$ cat src/rtl/cook_sequencer.sv
// Oven cook-session sequencer: door interlock, power duty cycling, pause/resume/cancel, end beep.
// Defining CHILD_LOCK_EN adds a child lock, toggled by holding stop in IDLE for three ticks.
module cook_sequencer #(
  parameter int DUTY_WINDOW = 10,
  parameter int MAX_POWER   = 10,
  parameter int BEEP_TICKS  = 3
) (
  input  logic       clk,
  input  logic       reset,
  input  logic       tick_1hz,
  input  logic       start,
  input  logic       stop,
  input  logic       clear,
  input  logic       power_key,
  input  logic       opened_door,
  input  logic       timer_zero,
  output logic       magnetron,
  output logic       timer_en,
  output logic       timer_clear,
  output logic       beep,
  output logic [1:0] state,
  output logic [3:0] power_level
);

  typedef enum logic [1:0] {
    IDLE  = 2'd0,
    COOK  = 2'd1,
    PAUSE = 2'd2,
    DONE  = 2'd3
  } state_t;

  state_t     state_r;
  logic       start_q, stop_q, clear_q, power_q;
  logic       start_ev_s, stop_ev_s, clear_ev_s, power_ev_s;
  logic [3:0] duty_r;
  logic [7:0] beep_cnt_r;
  logic       magnetron_r, timer_en_r, timer_clear_r, beep_r;
  logic [3:0] power_level_r;
  logic       locked_s;

`ifdef CHILD_LOCK_EN
  logic       lock_r;
  logic [1:0] lock_cnt_r;
  assign locked_s = lock_r;
`else
  assign locked_s = 1'b0;
`endif

  assign start_ev_s = start & ~start_q;
  assign stop_ev_s  = stop & ~stop_q;
  assign clear_ev_s = clear & ~clear_q;
  assign power_ev_s = power_key & ~power_q;

  // Door interlock is also applied combinationally so an opening door cuts power in the same cycle.
  assign magnetron   = magnetron_r & ~opened_door;
  assign timer_en    = timer_en_r;
  assign timer_clear = timer_clear_r;
  assign beep        = beep_r;
  assign state       = state_r;
  assign power_level = power_level_r;

  // Session FSM with button edge detection and registered outputs
  always_ff @(posedge clk) begin
    if (reset) begin
      state_r       <= IDLE;
      start_q       <= 1'b0;
      stop_q        <= 1'b0;
      clear_q       <= 1'b0;
      power_q       <= 1'b0;
      duty_r        <= 4'd0;
      beep_cnt_r    <= 8'd0;
      magnetron_r   <= 1'b0;
      timer_en_r    <= 1'b0;
      timer_clear_r <= 1'b0;
      beep_r        <= 1'b0;
      power_level_r <= 4'(MAX_POWER);
`ifdef CHILD_LOCK_EN
      lock_r        <= 1'b0;
      lock_cnt_r    <= 2'd0;
`endif
    end else begin
      start_q       <= start;
      stop_q        <= stop;
      clear_q       <= clear;
      power_q       <= power_key;
      timer_clear_r <= 1'b0;
`ifdef CHILD_LOCK_EN
      if (state_r != IDLE) begin
        lock_cnt_r <= 2'd0;
      end
`endif
      case (state_r)
        IDLE: begin
          beep_r      <= 1'b0;
          magnetron_r <= 1'b0;
          timer_en_r  <= 1'b0;
          if (clear_ev_s) begin
            timer_clear_r <= 1'b1;
          end else if (start_ev_s && !stop_ev_s) begin
            if (!locked_s && !opened_door && !timer_zero) begin
              state_r     <= COOK;
              duty_r      <= 4'd0;
              timer_en_r  <= 1'b1;
              magnetron_r <= 1'b1;
            end
          end else if (power_ev_s && !stop_ev_s && !locked_s) begin
            if (power_level_r <= 4'd1) begin
              power_level_r <= 4'(MAX_POWER);
            end else begin
              power_level_r <= power_level_r - 4'd1;
            end
          end
`ifdef CHILD_LOCK_EN
          // Stop held across three consecutive ticks flips the lock; beep flags each toggle.
          if (!stop) begin
            lock_cnt_r <= 2'd0;
          end else if (tick_1hz) begin
            if (lock_cnt_r == 2'd2) begin
              lock_r     <= ~lock_r;
              lock_cnt_r <= 2'd0;
              beep_r     <= 1'b1;
            end else begin
              lock_cnt_r <= lock_cnt_r + 2'd1;
            end
          end
`endif
        end
        COOK: begin
          if (clear_ev_s) begin
            state_r       <= IDLE;
            timer_clear_r <= 1'b1;
            timer_en_r    <= 1'b0;
            magnetron_r   <= 1'b0;
          end else if (timer_zero) begin
            state_r     <= DONE;
            beep_r      <= 1'b1;
            beep_cnt_r  <= 8'd0;
            timer_en_r  <= 1'b0;
            magnetron_r <= 1'b0;
          end else if (opened_door || stop_ev_s) begin
            state_r     <= PAUSE;
            timer_en_r  <= 1'b0;
            magnetron_r <= 1'b0;
          end else begin
            magnetron_r <= (duty_r < power_level_r);
            if (tick_1hz) begin
              if (duty_r >= 4'(DUTY_WINDOW - 1)) begin
                duty_r <= 4'd0;
              end else begin
                duty_r <= duty_r + 4'd1;
              end
            end
          end
        end
        PAUSE: begin
          timer_en_r  <= 1'b0;
          magnetron_r <= 1'b0;
          if (clear_ev_s || stop_ev_s) begin
            state_r       <= IDLE;
            timer_clear_r <= 1'b1;
          end else if (start_ev_s && !opened_door) begin
            state_r     <= COOK;
            timer_en_r  <= 1'b1;
            magnetron_r <= (duty_r < power_level_r);
          end
        end
        DONE: begin
          timer_en_r  <= 1'b0;
          magnetron_r <= 1'b0;
          if (clear_ev_s || stop_ev_s || opened_door) begin
            state_r       <= IDLE;
            beep_r        <= 1'b0;
            beep_cnt_r    <= 8'd0;
            timer_clear_r <= clear_ev_s;
          end else if (tick_1hz) begin
            if (beep_cnt_r >= 8'(BEEP_TICKS - 1)) begin
              state_r    <= IDLE;
              beep_r     <= 1'b0;
              beep_cnt_r <= 8'd0;
            end else begin
              beep_cnt_r <= beep_cnt_r + 8'd1;
            end
          end
        end
        default: begin
          state_r     <= IDLE;
          timer_en_r  <= 1'b0;
          magnetron_r <= 1'b0;
          beep_r      <= 1'b0;
        end
      endcase
    end
  end

endmodule

$ cat config.mk
export PLATFORM = sky130hd
export DESIGN_NAME = cook_sequencer
export DESIGN_NICKNAME = d
export VERILOG_FILES = /design/src/rtl/cook_sequencer.sv
export SDC_FILE = /design/constraint.sdc
export NUM_CORES = 1
export LEC_CHECK = 0
export CAP_MARGIN = 20
export CORE_MARGIN = 2
export CORE_UTILIZATION = 40
export CTS_CLUSTER_SIZE = 25
export DETAILED_ROUTE_END_ITERATION = 6
export PLACE_DENSITY = 0.63
export SLEW_MARGIN = 25
export SYNTH_ARGS = -nofsm -noshare
export SYNTH_HDL_FRONTEND = slang
export SYNTH_SLANG_ARGS = --single-unit
$ cat constraint.sdc
create_clock -name clk -period 3.17 [get_ports clk]
set_input_delay 0.317 -clock clk [delete_from_list [all_inputs] [get_ports clk]]
set_output_delay 0.317 -clock clk [all_outputs]
set_load 0.01 [all_outputs]
# After elaboration in Yosys (flattened, before gate mapping)
# Cells that the tools add are included.
totals:
  regBits: 26
  input_bits: 9
  output_inout_bits: 10
classes:
  add_sub_neg: 3
  order_cmp: 4
  n_eq_ne: 15
  mux: 53
  bitwise: 12
  reduce_logical: 20
op_table:
  columns: ["op", "n"]
  rows:
  - ["$mux W8", 5]
  - ["$mux W4", 9]
  - ["$mux W2", 11]
  - ["$mux W1", 21]
  - ["$ne A2 B2 Y1 const B", 8]
  - ["$pmux W8 S2", 1]
  - ["$ne A3 B3 Y1 const B", 3]
  - ["$add A8 B1 Y8 const B", 1]
  - ["$ge A8 B2 Y1 const B", 1]
  - ["$pmux W1 S4", 2]
  - ["$pmux W2 S4", 1]
  - ["$pmux W4 S2", 1]
  - ["$reduce_and A4 Y1", 2]
  - ["$reduce_and A8 Y1", 1]
  - ["$not A1 Y1", 7]
  - ["$reduce_and A7 Y1", 1]
  - ["$pmux W1 S3", 2]
  - ["$and A1 B1 Y1", 5]
  - ["$reduce_and A5 Y1", 1]
  - ["$add A4 B1 Y4 const B", 1]
  - ["$eq A2 B2 Y1 const B", 2]
  - ["$ge A4 B4 Y1 const B", 1]
  - ["$le A4 B1 Y1 const B", 1]
  - ["$logic_and A1 B1 Y1", 4]
  - ["other kinds (10)", 15]

# Longest topological paths before layout
# Gate-level depths: netlist of run 1.
logic_depth:
  word_depth: 7
  depth_mapped: 7
  mapped_depth_nobuf: 7

# Worst setup path after synthesis of run 1
# OpenSTA, ideal clock, no wires.
synth_timing:
  path_type: "input to register"
  start: "input port clear"
  end: "register beep_cnt_r[1]"
  setup_time_ps: 79
  t_arrival_ps: 1645
  path_slack_ps: 1446
  cell_stages: 6
  path_cell_list: "nor2b_4 or3_1 buf_2 or3_4 a21o_4 a211oi_2"
synth_via:
  elab_chain_len: 5
synth_rtl:
  columns: ["item", "line_no", "rtl"]
  rows:
  - ["start: declaration", "13", "input logic clear,"]
  - ["$and A1 B1 Y1 (*)", "51", "assign clear_ev_s = clear & ~clear_q;"]
  - ["$logic_or A1 B1 Y1 (2 in series)", "170", "if (clear_ev_s || stop_ev_s || opened_door) begin"]
  - ["$ne A3 B3 Y1 (no source line) / $mux W8 (equally long branches)", null, null]
  - ["$reduce_and A4 Y1 (no source line) / $pmux W8 S2 (equally long branches)", null, null]
  - ["end signal: assignment", "181", "beep_cnt_r <= beep_cnt_r + 8'd1;"]
  - ["end: declaration", "36", "logic [7:0] beep_cnt_r;"]
# Every way passes the cells marked *; elsewhere a longest branch is shown, timed or not.
# A chain may end at the register's enable or synchronous reset.

# Worst setup path in the final report of run 1
# Ends and elaborated chain as after synthesis.

==> impl_metrics.yaml, run 1 <==
run_status:
  status: "finished, final reports clean"
detailed_routing:
  via_per_inst: 5.31
  ant_nets: 0
  avgRoutedWirePerCell_um: 12.5
  postRouteWirelength_mm: 2.80
  dr.pass1.iters: 4
  drc: 0
  num_vias: 1185
  drtIter0Drc: 105
global_route:
  gr-usage-all-layers_pct: 16.8
  grt_pass1_vias: 1082
  grt_pass1_wl_mm: 4.80
  globalRoute.totalOverflow: 0
  antenna_found_initial: 0
  grt_start_max_net_pins: 19
clocking:
  clk_path_buf_depth: 2
  post_cts_buffers: 0
  cts_root_buffer: "clkbuf_4"
  clkTransAtPathRegs_ps: 150
  clock_latency_ps: 330
  post_cts_resized: 0
  cts_tree: "done"
  htreeDepth: 1
  clock_sinks: 26
  cts-buffers-inserted: 3
  ctsHoldBuffers: 0
timing:
  setup_viol_count_final: 0
  clock_skew_ps: 9.20
  rsz0062_at_grt: "false"
  fmax_mhz: 526
  worstMarginPinSlew_ps: 710
  fin_crit_ps: 1900
  hold_viol: 0
  slew_headroom_pct: 52.5
  setup_tns_ps: 0
  drv_slew: 0
  fin_crit_sh_pct: 60.0
worst_setup_path:
  reg2regPathDepth: 7
  required_ps: 3430
  critPathLaunch: "clear"
  critPathCaptureType: "flop"
  critPathMaxFanout: 8
  rr_endpoint: "duty_r[2]$_SDFFE_PP0P_"
  crit_type: "input pin to flop"
  critPathArrivalTime_ps: 2160
  crit_path_start_kind: "input pin"
  critPathCapture: "beep_cnt_r[1]$_SDFFE_PP0P_"
  reg2reg_from: "duty_r[1]$_SDFFE_PP0P_"
  reg2reg_slack_ps: 1280
floorplanning:
  die_area_um2: 3860
  start_util_pct: 41.1
  ios: 19
  die_h_um: 62.1
  coreArea_um2: 3280
  row_count: 21
  die_x_um: 62.1
logic_synthesis:
  yosysWarnings: 0
  synth_cell_types: 38
  synth_top_cell_area_share_pct: 38.6
  synth_cells: 159
  synth_top_cells_by_area: "dfxtp_1 (39%), ha_1 (9.3%), a21oi_1 (5.6%)"
  synth_area_um2: 1350
  yosys_register_bits: 26
  ys_seq_area_share_pct: 38.6
  synth_nets: 178
  yosys.area.top_type: "dfxtp_1"
  postSynthAreaPerCell_um2: 8.49
placement:
  portBuffers: 18
  gp_congestion: 0.859
  dp_hpwl_mm: 2.05
final_layout:
  drive_gt1_share_pct: 6.21
  synthToLayoutAreaGrowth_pct: 19.1
  num_antenna_cells: 0
  multi_input_area_um2: 779
  seqCellArea_um2: 520
  nFillCells: 306
  nNetsFinal: 197
power_and_ir_drop:
  power_mw: 0.570
  peakVddDrop_uv: 250
  power_density_nw_per_um2: 355
  p_leak_nw: 0.609
min_path:
  hold_class: "flop to flop"
job:
  maxCapViolCount: 0
layout make-up:
type,instances,share of cell area (%)
Sequential cell,26,32.4
Inverter,9,2.10
Multi-Input combinational cell,120,48.5
Timing Repair Buffer,18,11.2
Tap cell,46,3.58
Clock buffer,4,2.26
flip-flops by register name, summed over array words and instances, names as in the netlist:
signal,flops
state,2
clear_q,1
beep,1
duty_r,4
beep_cnt_r,8
timer_clear,1
timer_en,1
power_q,1
start_q,1
magnetron_r,1
stop_q,1
power_level,4
layout by cell type, fill, tap and decap left out, types with 2 or more instances in the layout:
master	n
nand2_1	8
a21oi_1	15
inv_1	9
xnor2_1	2
o21ai_0	8
a31oi_1	5
nor2_1	20
nand3_1	3
ha_1	10
clkbuf_4	3
dfxtp_1	26
nand2b_1	3
clkdlybuf4s50_1	18
nor4_1	3
and4_1	2
or3b_2	2
nor2b_1	9
nor3_1	5
or3_1	5
a41oi_1	2
critical path: stages:
cell             delay [ps]
clkdlybuf4s50_1         430
nor2b_4                 160
or3_1                   450
or3_4                   430
a21o_4                  240
a211oi_2                140
metal layers:
layer	global-route usage (%)	share of wire (%)	up-vias
met4	5.78	1.1	0
met5	0	0	-
met3	4.35	4.7	4
met2	26.8	46	36
met1	22.0	48	543
li1	-	-	602
synth_stat cells (all sizes together):
library cell  count
inv               9
a211oi            1
a21oi            15
and2              1
nand3             3
buf               1
a21o              1
nor3              5
nor4              3
nor2b            10
o31a              1
mux2i             1
a311o             1
nand2             8
o41a              1
clkbuf            3
nor2             20
dfxtp            26
or2b              1
a31oi             5
a41oi             2
or2               1
o21ai             8
nand2b            3
o311ai            1
and4              2
and3              1
xnor2             2
nand4             1
or4               1
a21boi            1
or3b              2
or3               6
o311a             1
ha               10
nand4b            1
how the worst min path moves through the flow:
stage                               startpoint                          to  slack, ps  depth (start not counted)
floorplan           beep_cnt_r[7]$_SDFFE_PP0P_  beep_cnt_r[7]$_SDFFE_PP0P_        440                          2
global placement    beep_cnt_r[7]$_SDFFE_PP0P_  beep_cnt_r[7]$_SDFFE_PP0P_        470                          2
detailed placement  beep_cnt_r[7]$_SDFFE_PP0P_  beep_cnt_r[7]$_SDFFE_PP0P_        470                          2
CTS                 beep_cnt_r[7]$_SDFFE_PP0P_  beep_cnt_r[7]$_SDFFE_PP0P_        500                          2
global route        beep_cnt_r[7]$_SDFFE_PP0P_  beep_cnt_r[7]$_SDFFE_PP0P_        540                          2
finish              beep_cnt_r[7]$_SDFFE_PP0P_  beep_cnt_r[7]$_SDFFE_PP0P_        500                          2
power by group:
part | internal [mW] | leakage (nW) | switching, mW | total, mW
sequential | 0.333 | 0.211 | 0.00521 | 0.338
clock | 0.0704 | 0.0210 | 0.104 | 0.174
combinational | 0.0284 | 0.377 | 0.0299 | 0.0583
metrics by stage:
stage                     cells  hold WS [ps]  cell area (um^2)  util (%)  worst slack [ps]
after detailed placement    219           470              1570      47.8               938
after CTS                   223           504              1610      49.0              1280
final                       223           497              1610      49.0              1270
after floorplan             159           438              1350         -              1450
after global placement      219           467              1570      47.8               977
after global routing        223           535              1610      49.0              1080
cell families (layout without fill, tap and decap cells):
| family | after synthesis | count (layout) | synth area share, % |
|---|---|---|---|
| flops | 26 | 26 | 38.6 |
| mux | 1 | 1 | 0.741 |
| fa+ha+maj | 10 | 10 | 9.27 |
| simple gates | 69 | 69 | 28.1 |
| buf+inv | 13 | 31 | 3.71 |
| compound gates | 38 | 38 | 18.4 |
| xor+xnor | 2 | 2 | 1.30 |
Note: power is estimated with default switching activity, not from simulation.
==> run 2, diff against run 1 <==
PLACE_DENSITY = 0.65   (was 0.63)
clock period = 1.6 ns   (was 3.17 ns; I/O delays follow)
==> run 2 against run 1 <==
- the flow now finishes with violations (negative setup slack)
- critical path depth increased by 1
- utilization up 11 points
- final cell count up 14%
- first-iteration DRC count decreased by 69%
- sequential share of layout area shrank 5.2 points
- clock skew is 6.5 ps lower
- register-to-register slack worse by 1400 ps
- non-clock buffer count is 31 higher
- clock power up 100%
- power up 110%
- wire length is 23% higher
- critical path type is now flop to flop
- largest cell class unchanged
==> impl_metrics.yaml, run 2 (synthesis results as in run 1) <==
worst_setup_path:
  critPathCapture: "beep_cnt_r[1]$_SDFFE_PP0P_"
  critPathMaxFanout: 8
  reg2regPathDepth: 7
  crit_path_start_kind: "flop"
  reg2reg_slack_ps: -90
  reg2reg_from: "beep_cnt_r[0]$_SDFFE_PP0P_"
  crit_type: "flop to flop"
  critPathArrivalTime_ps: 1940
  rr_endpoint: "beep_cnt_r[1]$_SDFFE_PP0P_"
  required_ps: 1850
  critPathCaptureType: "flop"
  critPathLaunch: "beep_cnt_r[0]$_SDFFE_PP0P_"
placement:
  dp_hpwl_mm: 2.49
  gp_congestion: 0.817
  portBuffers: 18
  dp_worst_setup_slack_ps: -427
  placed_cells: 243
global_route:
  gr-usage-all-layers_pct: 18.7
  grt_pass1_wl_mm: 5.27
  grt_pass1_vias: 1264
  globalRoute.totalOverflow: 0
  antenna_found_initial: 0
  grt_start_max_net_pins: 18
clocking:
  clk_path_buf_depth: 2
  cts_tree: "done"
  cts-buffers-inserted: 3
  htreeDepth: 1
  clock_sinks: 26
  clock_latency_ps: 330
  clkTransAtPathRegs_ps: 150
  cts_root_buffer: "clkbuf_4"
  ctsHoldBuffers: 0
timing:
  fin_crit_sh_pct: 105
  drv_slew: 0
  hold_viol: 0
  rsz0062_at_grt: "true"
  worstMarginPinSlew_ps: 430
  hold_ws_ps: 394
  fin_crit_ps: 1690
  setup_viol_count_final: 2
  worst_slack_ps: -86.0
  slew_headroom_pct: 71.0
  clock_skew_ps: 2.71
  fmax_mhz: 593
power_and_ir_drop:
  p_sw_share_pct: 24.9
  p_leak_nw: 0.842
  seq_power_share_pct: 56.5
  power_mw: 1.18
  p_clk_share_pct: 29.4
  p_int_mw: 0.888
  pwr-share-comb_pct: 14.1
  peakVddDrop_uv: 411
  p_sw_mw: 0.294
  power_density_nw_per_um2: 600
floorplanning:
  coreArea_um2: 3280
  ios: 19
  start_util_pct: 41.1
  row_count: 21
  die_x_um: 62.1
  die_area_um2: 3860
  die_h_um: 62.1
final_layout:
  num_antenna_cells: 0
  instances_no_fill: 254
  largest_register_ffs: 8
  nNetsFinal: 228
  mostFrequentLayoutCells: "buf_4 (29), nor2_1 (19), dfxtp_1 (17)"
  layout_commonest_cell: "buf_4"
  synthToLayoutAreaGrowth_pct: 45.9
  drive_gt1_share_pct: 34.6
  utilization_pct: 60.0
  registers.top_by_ff_count: "beep_cnt_r"
detailed_routing:
  postRouteWirelength_mm: 3.44
  ant_nets: 0
  drc: 0
  num_vias: 1324
  avgRoutedWirePerCell_um: 13.5
  dr.pass1.iters: 4
  drtIter0Drc: 33
  via_per_inst: 5.21
min_path:
  hold_class: "input pin to flop"
run_status:
  violations: "negative setup slack"
  status: "complete, but fails checks"
job:
  maxCapViolCount: 0
run 2: per-layer routing:
| metal | vias to the layer above | global-route usage [%] | part of all wire, % | wire length, um |
|---|---|---|---|---|
| li1 | 664 | - | - | - |
| met1 | 616 | 20.7 | 42 | 1460 |
| met2 | 34 | 33.6 | 51 | 1740 |
| met3 | 10 | 3.52 | 4.1 | 141 |
| met4 | 0 | 9.73 | 2.9 | 99 |
| met5 | - | 0 | 0 | 0 |
run 2: layout make-up:
class	instances	area, um^2
clock buffers	4	36.3
well taps	46	57.6
flip-flops and latches	26	534
inverters	9	33.8
multi-input cells	120	880
repair buffers	49	428
fillers	285	1320
run 2: worst min path at each step:
stage / depth (start not counted) / endpoint / slack, ps / from
after global routing: 2 / power_q$_SDFF_PP0_ / 390 / power_key
after detailed placement: 2 / beep_cnt_r[7]$_SDFFE_PP0P_ / 470 / beep_cnt_r[7]$_SDFFE_PP0P_
after floorplan: 1 / clear_q$_SDFF_PP0_ / 290 / clear
after CTS: 2 / stop_q$_SDFF_PP0_ / 390 / stop
final: 2 / stop_q$_SDFF_PP0_ / 390 / stop
after global placement: 2 / beep_cnt_r[7]$_SDFFE_PP0P_ / 470 / beep_cnt_r[7]$_SDFFE_PP0P_
run 2: what timing repair did:
| action | 4_1_cts | 5_1_grt |
|---|---|---|
| setup buffers | 3 | 4 |
| resized for setup | 15 | 20 |
| pin swaps | 6 | 4 |
| endpoints found under the setup margin | 17 | 21 |
run 2: critical path, stage by stage, from the launching register on:
cell	delay, ps
dfxtp_2	360
inv_2	40
ha_4	150
nor4_2	130
a21boi_1	110
or3_4	380
a21o_4	240
a211oi_2	200
run 2: per-stage QoR:
step	TNS [ps]	area (um^2)
2_1_floorplan	-56.8	1380
3_3_place_gp	-5210	1770
3_5_place_dp	-6220	1770
4_1_cts	-44.6	1870
5_1_grt	-596	1970
6_report	-149	1970
run 2: power by group through the flow:
stage / clock network (mW) / registers [mW] / logic (mW)
floorplan: 0 / 0.685 / 0.0721
global placement: 0 / 0.682 / 0.144
detailed placement: 0 / 0.682 / 0.147
CTS: 0.363 / 0.669 / 0.153
global route: 0.387 / 0.670 / 0.181
finish: 0.348 / 0.668 / 0.166
